===== config.mk =====
export PLATFORM = sky130hd
export DESIGN_NAME = gpia_wb_port
export DESIGN_NICKNAME = d
export VERILOG_FILES = /design/src/rtl/gpia_wb_port.sv
export SDC_FILE = /design/constraint.sdc
export NUM_CORES = 1
export LEC_CHECK = 0
export BUFFER_PORTS_ARGS = -buffer_cell sky130_fd_sc_hd__clkbuf_2
export CELL_PAD_IN_SITES_DETAIL_PLACEMENT = 0
export CELL_PAD_IN_SITES_GLOBAL_PLACEMENT = 1
export CORE_MARGIN = 1
export CORE_UTILIZATION = 28
export DETAILED_ROUTE_END_ITERATION = 7
export PLACE_DENSITY = 0.83
export SLEW_MARGIN = 10
export SYNTH_ARGS = -nofsm -noshare
export SYNTH_HDL_FRONTEND = slang
export SYNTH_SLANG_ARGS = --single-unit
export TNS_END_PERCENT = 100

===== constraint.sdc =====
create_clock -name clk_i -period 1.38 [get_ports clk_i]
set_input_delay 0.138 -clock clk_i [delete_from_list [all_inputs] [get_ports clk_i]]
set_output_delay 0.138 -clock clk_i [all_outputs]
set_load 0.01 [all_outputs]

===== src/rtl/gpia_wb_port.sv =====
// ---------------------------------------------------------------------------
// gpia_wb_port
//
// Wishbone B3 classic 8-bit slave front-end for a bank of GPIA byte
// registers. The bus address selects one GPIA byte (adr_i[ADR_W-1:2]) and an
// operation mode (adr_i[1:0]: write / set / clear / toggle). A write issues a
// single-cycle one-hot strobe together with the mode and data to the selected
// byte. A read returns that byte's current output value. Every transfer is
// acknowledged exactly one cycle after the request is sampled.
//
// Parameters:
//   NBYTES  number of GPIA bytes served (1..8)
//   ADR_W   width of adr_i; 2^(ADR_W-2) must cover every byte index in use
//
// Ports:
//   clk_i        system clock, rising edge
//   res_i        synchronous active-low reset
//   cyc_i        Wishbone cycle
//   stb_i        Wishbone strobe
//   we_i         Wishbone write enable
//   adr_i        [1:0] mode, [ADR_W-1:2] byte index
//   dat_i        write data
//   dat_o        read data, valid while ack_o is high, 0 otherwise
//   ack_o        Wishbone acknowledge
//   gpia_res_o   active-high reset to the GPIA bytes (~res_i)
//   gpia_mode_o  operation mode to all GPIA bytes
//   gpia_d_o     data to all GPIA bytes
//   gpia_stb_o   one-hot strobe, bit n selects byte n
//   gpia_q_i     GPIA outputs, byte n at [8n+7:8n]
//   pins_i       (only with GPIA_WB_INPUT_EN) asynchronous input pins
//
// Optional feature (macro GPIA_WB_INPUT_EN):
//   Adds pins_i and a two-flop synchronizer. Byte index NBYTES reads the
//   second synchronizer stage; writes to that index are acked and ignored.
//   Without the macro, index NBYTES is simply out of range.
// ---------------------------------------------------------------------------
module gpia_wb_port #(
  parameter int NBYTES = 2,
  parameter int ADR_W  = 3
) (
  input  logic                clk_i,
  input  logic                res_i,
  input  logic                cyc_i,
  input  logic                stb_i,
  input  logic                we_i,
  input  logic [ADR_W-1:0]    adr_i,
  input  logic [7:0]          dat_i,
  output logic [7:0]          dat_o,
  output logic                ack_o,
  output logic                gpia_res_o,
  output logic [1:0]          gpia_mode_o,
  output logic [7:0]          gpia_d_o,
  output logic [NBYTES-1:0]   gpia_stb_o,
  input  logic [8*NBYTES-1:0] gpia_q_i
`ifdef GPIA_WB_INPUT_EN
  ,
  input  logic [7:0]          pins_i
`endif
);

  localparam int IDX_W = ADR_W - 2;

  typedef enum logic {
    IDLE = 1'b0,
    ACK  = 1'b1
  } GpiaState;

  GpiaState            r_state;
  GpiaState            w_stateNext;

  logic [7:0]          r_datO;
  logic [NBYTES-1:0]   r_stb;
  logic [1:0]          r_mode;
  logic [7:0]          r_d;

  logic [7:0]          w_datNext;
  logic [NBYTES-1:0]   w_stbNext;
  logic [1:0]          w_modeNext;
  logic [7:0]          w_dNext;

  logic                w_req;
  logic [IDX_W-1:0]    w_idx;
  logic                w_inRange;
  logic [7:0]          w_rdByte;
  logic                w_pinsHit;
  logic [7:0]          w_pinsByte;

  // The GPIA bytes share our reset, just with the opposite polarity.
  assign gpia_res_o = ~res_i;

  // A request is only meaningful with both cycle and strobe asserted; the
  // FSM additionally ignores it while the previous ack is still showing.
  assign w_req = cyc_i & stb_i;
  assign w_idx = adr_i[ADR_W-1:2];

  // Compare in 32 bits so that NBYTES == 2^IDX_W does not wrap to zero.
  assign w_inRange = (32'(w_idx) < NBYTES);

`ifdef GPIA_WB_INPUT_EN
  logic [7:0] r_sync1;
  logic [7:0] r_sync2;

  // Two-flop synchronizer for the asynchronous input pins. A change that is
  // stable before edge N shows in r_sync2 after edge N+1, so a read sampled
  // at edge N+2 returns it.
  always_ff @(posedge clk_i) begin
    if (!res_i) begin
      r_sync1 <= 8'h00;
      r_sync2 <= 8'h00;
    end else begin
      r_sync1 <= pins_i;
      r_sync2 <= r_sync1;
    end
  end

  assign w_pinsHit  = (32'(w_idx) == NBYTES);
  assign w_pinsByte = r_sync2;
`else
  // Without the input feature, index NBYTES falls into the out-of-range case.
  assign w_pinsHit  = 1'b0;
  assign w_pinsByte = 8'h00;
`endif

  // Read data mux: select the addressed GPIA byte, the synchronized pins, or
  // zero for any index that maps to nothing.
  always_comb begin
    w_rdByte = 8'h00;
    for (int n = 0; n < NBYTES; n++) begin
      if (32'(w_idx) == n) begin
        w_rdByte = gpia_q_i[8*n +: 8];
      end
    end
    if (w_pinsHit) begin
      w_rdByte = w_pinsByte;
    end
  end

  // FSM state register. Reset takes priority over any bus request in the
  // same cycle, which also aborts a transfer in progress.
  always_ff @(posedge clk_i) begin
    if (!res_i) begin
      r_state <= IDLE;
    end else begin
      r_state <= w_stateNext;
    end
  end

  // Next-state and next-output logic. A request seen in IDLE is answered in
  // the ACK state one cycle later; the strobe and read data are only ever
  // loaded on that single accepting edge, so they fall back to zero on the
  // edge that ends the ack. Mode and data hold until the next valid write so
  // the GPIA bytes see stable values around their strobe.
  always_comb begin
    w_stateNext = r_state;
    w_datNext   = 8'h00;
    w_stbNext   = '0;
    w_modeNext  = r_mode;
    w_dNext     = r_d;
    case (r_state)
      IDLE: begin
        if (w_req) begin
          w_stateNext = ACK;
          if (we_i) begin
            if (w_inRange) begin
              w_stbNext  = NBYTES'(1) << w_idx;
              w_modeNext = adr_i[1:0];
              w_dNext    = dat_i;
            end
          end else begin
            w_datNext = w_rdByte;
          end
        end
      end
      ACK: begin
        w_stateNext = IDLE;
      end
      default: begin
        w_stateNext = IDLE;
      end
    endcase
  end

  // Registered bus and GPIA outputs.
  always_ff @(posedge clk_i) begin
    if (!res_i) begin
      r_datO <= 8'h00;
      r_stb  <= '0;
      r_mode <= 2'b00;
      r_d    <= 8'h00;
    end else begin
      r_datO <= w_datNext;
      r_stb  <= w_stbNext;
      r_mode <= w_modeNext;
      r_d    <= w_dNext;
    end
  end

  assign ack_o       = (r_state == ACK);
  assign dat_o       = r_datO;
  assign gpia_stb_o  = r_stb;
  assign gpia_mode_o = r_mode;
  assign gpia_d_o    = r_d;

endmodule


### Word-level counts from Yosys, hierarchy flattened

Index checks and enable logic that the tools add are counted.

* logic and storage cells: 17
* input port bits: 32
* output and inout bits: 22
* bits in registers: 21

* multiplexer cells: 3
* bitwise operators: 5
* shifts and indexed selects: 1
* reductions and logical operators: 3

Operators by type and width (number)
* 8-bit 2-to-1 mux: 1
* 4-bit OR reduction: 2
* 1-bit inverter: 4
* 3-bit AND reduction: 1
* 1-bit case mux with 2 select lines: 1
* 1-bit by 1-bit left shift with 2-bit output (first input constant): 1
* 1-bit bitwise AND: 1
* 1-bit 2-to-1 mux: 1

### Logic depth before layout (Yosys ltp)

* depth in word-level cells: 3
* gate-level depth with buffers: 3
* depth with buffers taken out: 3

### Least setup slack after synthesis

Ideal clock, no wire load.

* path kind: register to register
* start point: reg r_state, in the netlist ack_o
* end point: reg r_d[0], in the netlist gpia_d_o[0]
* path slack: 0.361 ns
* period minus slack after synthesis: 1.019 ns
* setup time: 0.072 ns
* buffers on the path: 1
* arrival: 0.947 ns
* data required time: 1.308 ns
* stages on the path, launching flop included: 4
* cells stage by stage: dfxtp_1 -> and4b_4 -> buf_12 -> mux2i_1

* cells in the longest elaborated chain, start to end: 2

RTL lines
* from (decl): line 68 `GpiaState r_state;`
* from (signal assigned): line 144 `r_state <= w_stateNext;`
* 1-bit inverter (no source line)
* 3-bit AND reduction (no source line)
* to (signal assigned): line 194 `r_d <= w_dNext;`
* to (decl): line 74 `logic [7:0] r_d;`

No other way between the ends.
A chain may end at the register's enable or synchronous reset.

### Worst setup path after layout

* start point: reg r_state, in the netlist ack_o
* end point: reg r_d[2], in the netlist gpia_d_o[2]

The elaborated chain is that of the path after synthesis.

==> results.cfg <==
[floorplanning]
ioPinCount = 54
num_rows = 19
fp.dieW_um = 56.0
fp.coreArea_sq_mm = 0.00276
dieArea_sq_mm = 0.00313
start_util = 0.296
die_h_um = 56.0

[drt]
vias_per_cell = 4.37
vias = 708
wl_per_cell_um = 10.4
drtIter0Drc = 21
firstDrtPassIters = 2
wirelength_mm = 1.68
drcViolationCount = 0
route.antenna.remaining_nets = 0

[layout]
area_growth_syn_to_layout_pct = 36.4
antenna_cells = 0
post_route_cells_drive_above_1_share = 0.458
fin_nets = 164
final_common_cell = clkbuf_2
layout_common_cells = 53 x clkbuf_2, 21 x dfxtp_1, 20 x nand2_1

[power_and_ir_drop]
power_frac_seq = 0.593
pwr-share-comb = 0.136
p_per_area_mw_per_mm2 = 953
p_leak_nw = 0.567
peakVddDrop_v = 0.000454
p_sw_mw = 0.252
power_frac_clock = 0.271
switching_share = 0.238
internal_power_mw = 0.808
finalPower_mw = 1.06

[timing]
layout_min_cycle_time_ns = 1.07
hold_viol_final = 0
fmax_ghz = 0.936
fin_crit_sh = 0.774
rsz0062_at_grt = no
setup_ws_ns = 0.311
tightest_slew_ns = 0.294
fin_worst_skew_ns = 0.00159
setup-violations-final = 0
fin_setup_tns_ns = 0
drv_slew = 0
maxSlewHeadroom = 0.804

[status]
outcome = completed

[cts]
cts_resized = 0
cts_tree = done
clock_latency_ns = 0.29
holdBufCountCts = 0
cts_buffers = 3
clk_pin_slew_ns = 0.11
cts_buffer_depth = 2
post-cts-setup-buffers = 0
cts-root-buf = clkbuf_4
clock-sinks = 21
htreeDepth = 1

[critical_path]
setup.worst_path.class = reg2reg
required_ns = 1.61
cp_max_fo = 10
cp.arrival_ns = 1.30
worst_setup_path_start_kind = flop
cp-end-kind = flop
regToRegSetupSlack_ns = 0.31

[global_route]
first_global_vias = 705
grt_max_degree = 22
track_usage = 0.119
antenna_found_initial = 0
gr-total-overflow = 0
grt_pass1_wl_mm = 2.92

[place]
pre_cts_slack_ns = 0.318
gp_congestion = 0.657
numPortBuffers = 53

[logic_synthesis]
netlist_area_sq_um = 816
ys_ff_latch = 21
ys_warn_count = 0
syn_inst = 78
syn_area_per_cell_sq_um = 10.5
yosysSeqAreaShare = 0.515
synth_cell_types = 14
syn_nets = 110

[job]
max-cap-violations = 0

[min_path]
worstHoldPathType = in2reg
-- sequential cells by signal (all words and copies together), names as in the netlist --
register and flops:
gpia_stb_o 2, dat_o 8, gpia_d_o 8, ack_o 1
gpia_mode_o 2
-- critical path, cell delays in order (launching register included) --
cell and delay, ns:
dfxtp_1 0.33, and4b_4 0.46, mux2i_1 0.21
-- cell type report --
cell class | count | area, sq um
multi-input combinational | 50 | 347
tap | 31 | 38.8
clock buffer | 4 | 26.3
fill | 292 | 1650
inverter | 2 | 7.51
sequential | 21 | 420
timing repair buffer | 54 | 273
-- through the flow --
step                      utilization  std cells  cell area [sq um]  hold slack [ns]
final                           0.403        162               1110           0.0581
after global routing            0.403        162               1110           0.0446
after CTS                       0.403        162               1110           0.0419
after detailed placement        0.394        158               1090            0.376
after global placement          0.394        158               1090            0.374
after floorplan                     -         78                816            0.280
-- power by group through the flow --
stage | combinational, mW | clock [mW] | sequential (mW)
global route | 0.161 | 0.335 | 0.631
detailed placement | 0.146 | 0 | 0.643
global placement | 0.142 | 0 | 0.643
floorplan | 0.0708 | 0 | 0.650
finish | 0.144 | 0.287 | 0.628
CTS | 0.147 | 0.307 | 0.629
-- synthesized netlist by cell type (all sizes together) --
| cell type | n | area [sq um] |
|---|---|---|
| and3 | 1 | 6.26 |
| and4b | 1 | 13.8 |
| buf | 4 | 37.5 |
| clkbuf | 1 | 3.75 |
| dfxtp | 21 | 420 |
| inv | 2 | 7.50 |
| mux2i | 18 | 180 |
| nand2 | 20 | 75.1 |
| nand4b | 1 | 23.8 |
| nor3 | 8 | 40.0 |
| nor3b | 1 | 7.51 |
-- routing by layer --
| layer | wire [um] | GRT usage | up-vias |
|---|---|---|---|
| met4 | 0 | 0.0523 | 0 |
| li1 | - | - | 367 |
| met5 | 0 | 0 | - |
| met1 | 748 | 0.139 | 299 |
| met3 | 197 | 0.0419 | 0 |
| met2 | 737 | 0.196 | 42 |
-- cells by family (layout without fill, tap and decap cells) --
logic type | after synthesis | count (layout) | share of synthesized area
and+or+nand+nor | 32 | 32 | 0.204
buffers and inverters | 7 | 60 | 0.0598
DFF | 21 | 21 | 0.515
muxes | 18 | 18 | 0.221
-- path summary, 6_finish.rpt --
| path | startpoint | end | cells past startpoint |
|---|---|---|---|
| worst max-delay path | ack_o$_SDFF_PP0_ | gpia_d_o[2]$_SDFFE_PN0P_ | 2 |
| worst min-delay path | dat_i[7] | gpia_d_o[7]$_SDFFE_PN0P_ | 3 |
| worst max register to register | ack_o$_SDFF_PP0_ | gpia_d_o[2]$_SDFFE_PN0P_ | 2 |
| worst min register to register | gpia_d_o[3]$_SDFFE_PN0P_ | gpia_d_o[3]$_SDFFE_PN0P_ | 2 |
Power figures use the tool's default switching activity.
